$ cat config.mk
export PLATFORM = sky130hd
export DESIGN_NAME = ins_fetch_ctrl_flat
export DESIGN_NICKNAME = d
export VERILOG_FILES = /design/src/rtl/ins_fetch_ctrl_if.sv /design/src/rtl/ins_fetch_ctrl.sv /design/src/flat_wrapper.sv
export SDC_FILE = /design/constraint.sdc
export NUM_CORES = 1
export LEC_CHECK = 0
export ABC_AREA = 1
export CAP_MARGIN = 20
export CORE_ASPECT_RATIO = 0.7
export CORE_MARGIN = 2
export CORE_UTILIZATION = 40
export CTS_CLUSTER_SIZE = 14
export DETAILED_ROUTE_END_ITERATION = 16
export HOLD_SLACK_MARGIN = 0.1
export PLACE_DENSITY = 0.71
export SYNTH_ARGS = -nofsm -noshare
export SYNTH_HDL_FRONTEND = slang
export SYNTH_SLANG_ARGS = --single-unit
export TNS_END_PERCENT = 50
$ cat constraint.sdc
create_clock -name clk -period 4.42 [get_ports clk]
set_input_delay 1.326 -clock clk [delete_from_list [all_inputs] [get_ports clk]]
set_output_delay 1.326 -clock clk [all_outputs]
set_load 0.05 [all_outputs]
$ cat src/rtl/ins_fetch_ctrl_if.sv
// Bundle of the fetch-stage, buffer-write and instruction-memory signals
// around the instruction-window refill controller.
interface ins_fetch_ctrl_if #(
   parameter int unsigned DEPTH = 128
) ();
   localparam int unsigned IW = $clog2(DEPTH);

   logic          fetch_req;
   logic [31:0]   fetch_pc;
   logic          flush;
   logic          stall;
   logic [IW-1:0] buf_index;
   logic [31:0]   buf_base;
   logic          win_valid;
   logic          buf_we;
   logic [IW-1:0] buf_waddr;
   logic [31:0]   buf_wdata;
   logic          mem_req;
   logic [31:0]   mem_addr;
   logic          mem_gnt;
   logic          mem_rvalid;
   logic [31:0]   mem_rdata;

   modport master (
      input  fetch_req, fetch_pc, flush, mem_gnt, mem_rvalid, mem_rdata,
      output stall, buf_index, buf_base, win_valid,
             buf_we, buf_waddr, buf_wdata, mem_req, mem_addr
   );

   modport slave (
      output fetch_req, fetch_pc, flush, mem_gnt, mem_rvalid, mem_rdata,
      input  stall, buf_index, buf_base, win_valid,
             buf_we, buf_waddr, buf_wdata, mem_req, mem_addr
   );
endinterface

$ cat src/rtl/ins_fetch_ctrl.sv
// Instruction-window refill controller: classifies fetches as hit/miss
// against the current window and refills the whole aligned window from
// instruction memory one word at a time on a miss.
module ins_fetch_ctrl #(
   parameter int unsigned DEPTH = 128
) (
   input  logic             clk,
   input  logic             rst,
   ins_fetch_ctrl_if.master bus
);
   localparam int unsigned IW = $clog2(DEPTH);

   typedef enum logic [1:0] {
      ST_IDLE,
      ST_ISSUE,
      ST_WAIT
   } state_t;

   state_t        state_q, state_d;
   logic [IW:0]   cnt_q, cnt_d;
   logic [31:0]   new_base_q, new_base_d;
   logic          flush_pend_q, flush_pend_d;
   logic [31:0]   buf_base_q, buf_base_d;
   logic          win_valid_q, win_valid_d;
   logic          buf_we_q, buf_we_d;
   logic [IW-1:0] buf_waddr_q, buf_waddr_d;
   logic [31:0]   buf_wdata_q, buf_wdata_d;

   logic [31:0]   pc_off;
   logic          hit;

   // Unsigned offset: a pc below the base wraps to a large value and misses.
   assign pc_off        = bus.fetch_pc - buf_base_q;
   assign hit           = win_valid_q && (pc_off < 32'(DEPTH));
   assign bus.stall     = bus.fetch_req && !hit;
   assign bus.buf_index = pc_off[IW-1:0];

   assign bus.mem_req   = (state_q == ST_ISSUE);
   assign bus.mem_addr  = new_base_q + 32'(cnt_q);
   assign bus.buf_base  = buf_base_q;
   assign bus.win_valid = win_valid_q;
   assign bus.buf_we    = buf_we_q;
   assign bus.buf_waddr = buf_waddr_q;
   assign bus.buf_wdata = buf_wdata_q;

   // Next-state and register-update logic for the refill sequence.
   always_comb begin
      state_d      = state_q;
      cnt_d        = cnt_q;
      new_base_d   = new_base_q;
      flush_pend_d = flush_pend_q;
      buf_base_d   = buf_base_q;
      win_valid_d  = win_valid_q;
      buf_we_d     = 1'b0;
      buf_waddr_d  = buf_waddr_q;
      buf_wdata_d  = buf_wdata_q;

      unique case (state_q)
         ST_IDLE: begin
            if (bus.flush) begin
               win_valid_d = 1'b0;
            end else if (bus.fetch_req && !hit) begin
               new_base_d  = bus.fetch_pc & ~(32'(DEPTH) - 32'd1);
               cnt_d       = '0;
               win_valid_d = 1'b0;
               state_d     = ST_ISSUE;
            end
         end
         ST_ISSUE: begin
            if (bus.flush) flush_pend_d = 1'b1;
            if (bus.mem_gnt) state_d = ST_WAIT;
         end
         ST_WAIT: begin
            if (bus.flush) flush_pend_d = 1'b1;
            // After the last beat cnt reads DEPTH; one extra WAIT cycle
            // publishes the base the cycle after the final buffer write.
            if (cnt_q[IW]) begin
               buf_base_d   = new_base_q;
               win_valid_d  = !(flush_pend_q || bus.flush);
               flush_pend_d = 1'b0;
               state_d      = ST_IDLE;
            end else if (bus.mem_rvalid) begin
               buf_we_d    = 1'b1;
               buf_waddr_d = cnt_q[IW-1:0];
               buf_wdata_d = bus.mem_rdata;
               cnt_d       = cnt_q + (IW+1)'(1);
               if (cnt_q[IW-1:0] != '1) state_d = ST_ISSUE;
            end
         end
         default: state_d = ST_IDLE;
      endcase
   end

   // State and output registers with synchronous active-high reset.
   always_ff @(posedge clk) begin
      if (rst) begin
         state_q      <= ST_IDLE;
         cnt_q        <= '0;
         new_base_q   <= '0;
         flush_pend_q <= 1'b0;
         buf_base_q   <= '0;
         win_valid_q  <= 1'b0;
         buf_we_q     <= 1'b0;
         buf_waddr_q  <= '0;
         buf_wdata_q  <= '0;
      end else begin
         state_q      <= state_d;
         cnt_q        <= cnt_d;
         new_base_q   <= new_base_d;
         flush_pend_q <= flush_pend_d;
         buf_base_q   <= buf_base_d;
         win_valid_q  <= win_valid_d;
         buf_we_q     <= buf_we_d;
         buf_waddr_q  <= buf_waddr_d;
         buf_wdata_q  <= buf_wdata_d;
      end
   end
endmodule

$ cat src/flat_wrapper.sv
// flat-port wrapper written by rule: the top's interface ports become plain ports
module ins_fetch_ctrl_flat 
#(
   parameter int unsigned DEPTH = 128
)
  (clk, rst, bus_fetch_req, bus_fetch_pc, bus_flush, bus_mem_gnt, bus_mem_rvalid, bus_mem_rdata, bus_stall, bus_buf_index, bus_buf_base, bus_win_valid, bus_buf_we, bus_buf_waddr, bus_buf_wdata, bus_mem_req, bus_mem_addr);
  ins_fetch_ctrl_if #(.DEPTH(DEPTH)) bus_i ();
  input  logic clk;
  input  logic rst;
  input wire logic [$bits(bus_i.fetch_req)-1:0] bus_fetch_req;
  input wire logic [$bits(bus_i.fetch_pc)-1:0] bus_fetch_pc;
  input wire logic [$bits(bus_i.flush)-1:0] bus_flush;
  input wire logic [$bits(bus_i.mem_gnt)-1:0] bus_mem_gnt;
  input wire logic [$bits(bus_i.mem_rvalid)-1:0] bus_mem_rvalid;
  input wire logic [$bits(bus_i.mem_rdata)-1:0] bus_mem_rdata;
  output wire logic [$bits(bus_i.stall)-1:0] bus_stall;
  output wire logic [$bits(bus_i.buf_index)-1:0] bus_buf_index;
  output wire logic [$bits(bus_i.buf_base)-1:0] bus_buf_base;
  output wire logic [$bits(bus_i.win_valid)-1:0] bus_win_valid;
  output wire logic [$bits(bus_i.buf_we)-1:0] bus_buf_we;
  output wire logic [$bits(bus_i.buf_waddr)-1:0] bus_buf_waddr;
  output wire logic [$bits(bus_i.buf_wdata)-1:0] bus_buf_wdata;
  output wire logic [$bits(bus_i.mem_req)-1:0] bus_mem_req;
  output wire logic [$bits(bus_i.mem_addr)-1:0] bus_mem_addr;
  assign bus_i.fetch_req = bus_fetch_req;
  assign bus_i.fetch_pc = bus_fetch_pc;
  assign bus_i.flush = bus_flush;
  assign bus_i.mem_gnt = bus_mem_gnt;
  assign bus_i.mem_rvalid = bus_mem_rvalid;
  assign bus_i.mem_rdata = bus_mem_rdata;
  assign bus_stall = bus_i.stall;
  assign bus_buf_index = bus_i.buf_index;
  assign bus_buf_base = bus_i.buf_base;
  assign bus_win_valid = bus_i.win_valid;
  assign bus_buf_we = bus_i.buf_we;
  assign bus_buf_waddr = bus_i.buf_waddr;
  assign bus_buf_wdata = bus_i.buf_wdata;
  assign bus_mem_req = bus_i.mem_req;
  assign bus_mem_addr = bus_i.mem_addr;
  ins_fetch_ctrl #(.DEPTH(DEPTH)) u_core (.clk(clk), .rst(rst), .bus(bus_i));
endmodule
==> impl_metrics.csv <==
group,metric,value,unit
floorplanning,initial_core_util,0.410,
global_routing,grt_pass1_wl,31800,µm
placed_design,io_buffer_count,162,
global_routing,grt_antenna_before_repair,0,
drt,via_count,6907,
clock_network,clk_latency,0.35,ns
floorplanning,die_w,155,µm
synthesis,async_flop_share,0,
synthesis,synthCells,985,
drt,wire_per_inst,14.7,µm
drt,drc,0,
worst_setup_path,crit_arrival,3.35,ns
timing,setup_viol,1,
run_status,violations,"negative setup slack",
finish,nets,1302,
clock_network,clock-root-buffer,"clkbuf_16",
clock_network,htree_levels,3,
drt,drtIter0Drc,424,
floorplanning,rows,38,
placed_design,gp_congestion,0.901,
clock_network,cts_made_buffers,9,
timing,slew_violations,0,
drt,drtAntennaViolNets,0,
synthesis,syn-cell-area,6400,µm²
global_routing,first_global_vias,6348,
run_status,status,"finished with violations",
timing,skew,0.0151,ns
finish,fillCellCount,1360,
worst_setup_path,critPathKind,"input pin to primary output",
global_routing,grt_usage,0.233,
finish,final_common_cell,"nand2_1",
timing,rsz0062_at_grt,"yes",
placed_design,dpl_cell_area,8610,µm²
timing,tns,-0.254,ns
worst_setup_path,worstPathRequired,3.09,ns
clock_network,clockBufferDepth,2,
synthesis,synth-edff-count,0,
synthesis,avgSynthCellArea,6.50,µm²
placed_design,pre_cts_slack,-0.727,ns
finish,drive_above_1_share,0.233,
global_routing,grt_max_degree,45,
synthesis,synth_cell_types,41,
timing,max_freq,214,MHz
clock_network,cts.clk_slew.worst_paths,0.07,ns
synthesis,synth_warnings,0,
synthesis,synth_seq_cells,102,
finish,final_area,9780,µm²
clock_network,cts_sinks,102,
floorplanning,die_y,110,µm
clock_network,cts_tree,"yes",
timing,min_period,4.67,ns
floorplanning,fp.coreArea,15600,µm²
power_and_ir_drop,power_leakage,4.29,nW
timing,worst_slew_pin_slew,0.719,ns
drt,drt-total-wl,20700,µm
worst_setup_path,worstSetupEndpointType,"primary output",
hold_path,hp-class,"register to register",
power_and_ir_drop,powerDensity,322,nW/µm²
global_routing,grt-ovfl-total,0,
worst_setup_path,critPathMaxFanout,4,
synthesis,synth_ff_type,"dfxtp_1",
synthesis,synth_seq_area_share,0.319,
drt,dr.pass1.iters,7,
timing,fin_ws,-0.254,ns
floorplanning,die_area,17000,µm²
power_and_ir_drop,irDropWorstVdd,0.310,mV
finish,syn2layout_area_growth,52.8,%
run,drv_cap,0,
worst_setup_path,critPathLaunchType,"input pin",
finish,layout_common_cells,"nand2_1, inv_1, clkdlybuf4s50_1",
drt,via_per_inst,4.92,
timing,finalHoldViolCount,0,
timing,maxSlewHeadroom,0.519,
floorplanning,io_pins,184,
clock_network,cts_hold_buffers,0,
timing,period_share,1.06,
timing,holdWs,0.486,ns
finish,diodes,0,
placed_design,hpwl,15000,µm
==> worst max-delay path, stage by stage <==
cell	delay, ns
dlygate4sd2_1	0.27
ha_4	0.31
nand2_2	0.07
buf_4	0.15
nor2_4	0.10
nand2_1	0.06
nand2_1	0.10
inv_2	0.05
nand3_2	0.06
nand3_2	0.09
nor2_2	0.11
nand2_1	0.07
nor2_2	0.13
nand3_2	0.13
nand2_2	0.12
inv_4	0.05
buf_12	0.14
==> metrics by stage <==
step	std cells	power [mW]	util
6_report	1404	3.14	0.627
3_5_place_dp	1370	2.27	0.552
3_3_place_gp	1370	2.26	0.552
5_1_grt	1404	3.31	0.627
4_1_cts	1388	3.10	0.597
2_1_floorplan	991	1.87	-
==> Yosys cell counts (16+ instances only) <==
cell type	instances	area (µm²)
clkbuf_1	23	86.3
o21ai_1	16	80.1
xor2_1	22	193
dfxtp_1	102	2040
buf_4	22	165
inv_1	143	537
a21oi_1	79	395
nand3_1	47	235
ha_1	31	388
o21ai_0	68	340
nor3_1	20	100
nand2_1	213	800
nor2_1	125	469
==> state kept, by name (all words and copies together), names as in the netlist <==
name                  flops
u_core.state_q            2
u_core.bus.buf_wdata     32
u_core.new_base_q        25
u_core.bus.buf_waddr      7
u_core.flush_pend_q       1
u_core.cnt_q              8
u_core.bus.buf_base      25
u_core.bus.buf_we         1
u_core.bus.win_valid      1
==> cell families (layout without fill, tap and decap cells) <==
group / Yosys count / in the layout / share of synthesized area
AOI/OAI and AO/OA: 173 / 173 / 0.140
xor gates and xnor gates: 24 / 24 / 0.0328
adders and majority gates: 32 / 32 / 0.0637
buffers and inverters: 198 / 411 / 0.135
DFF: 102 / 102 / 0.319
other: 1 / 7 / 0.000586
and+or+nand+nor: 455 / 455 / 0.309
==> area by class of cell <==
cell class                 instances  area, µm²  area share
multi-input combinational        691       4280       0.438
timing repair buffer             249       2350       0.241
sequential                       102       2050       0.209
inverter                         147        557      0.0569
tap                              200        250      0.0256
clock buffer                       9        225      0.0230
clock inverter                     6       62.6     0.00640
==> per-layer routing <==
layer	GRT usage	wire length, µm	vias up
li1	-	-	3537
met1	0.340	10300	3143
met2	0.361	9120	200
met3	0.0355	928	27
met4	0.0570	311	0
met5	0	0	-
==> timing repair <==
action | in CTS | in global routing
buffers inserted | 3 | 16
gates resized for setup | 101 | 118
setup endpoints to repair | 4 | 8
cloned | 0 | 0
pin swaps | 25 | 54
==> power breakdown <==
part | internal (mW) | switching (mW) | total, mW
registers | 1.01 | 0.0783 | 1.09
logic | 0.448 | 0.802 | 1.25
clock network | 0.437 | 0.370 | 0.806
==> final timing paths <==
check	startpoint	to	slack (ns)	cells after the start
worst min-delay path	u_core.cnt_q[3]$_SDFFE_PP0P_	u_core.cnt_q[3]$_SDFFE_PP0P_	0.49	2
worst max register to register	u_core.bus.buf_base[7]$_SDFFE_PP0P_	u_core.new_base_q[25]$_SDFFE_PP0P_	1.40	22
worst max-delay path	bus_fetch_pc[19]	bus_stall	-0.25	17
worst min register to register	u_core.cnt_q[3]$_SDFFE_PP0P_	u_core.cnt_q[3]$_SDFFE_PP0P_	0.49	2
(Power assumes the default switching activity.)
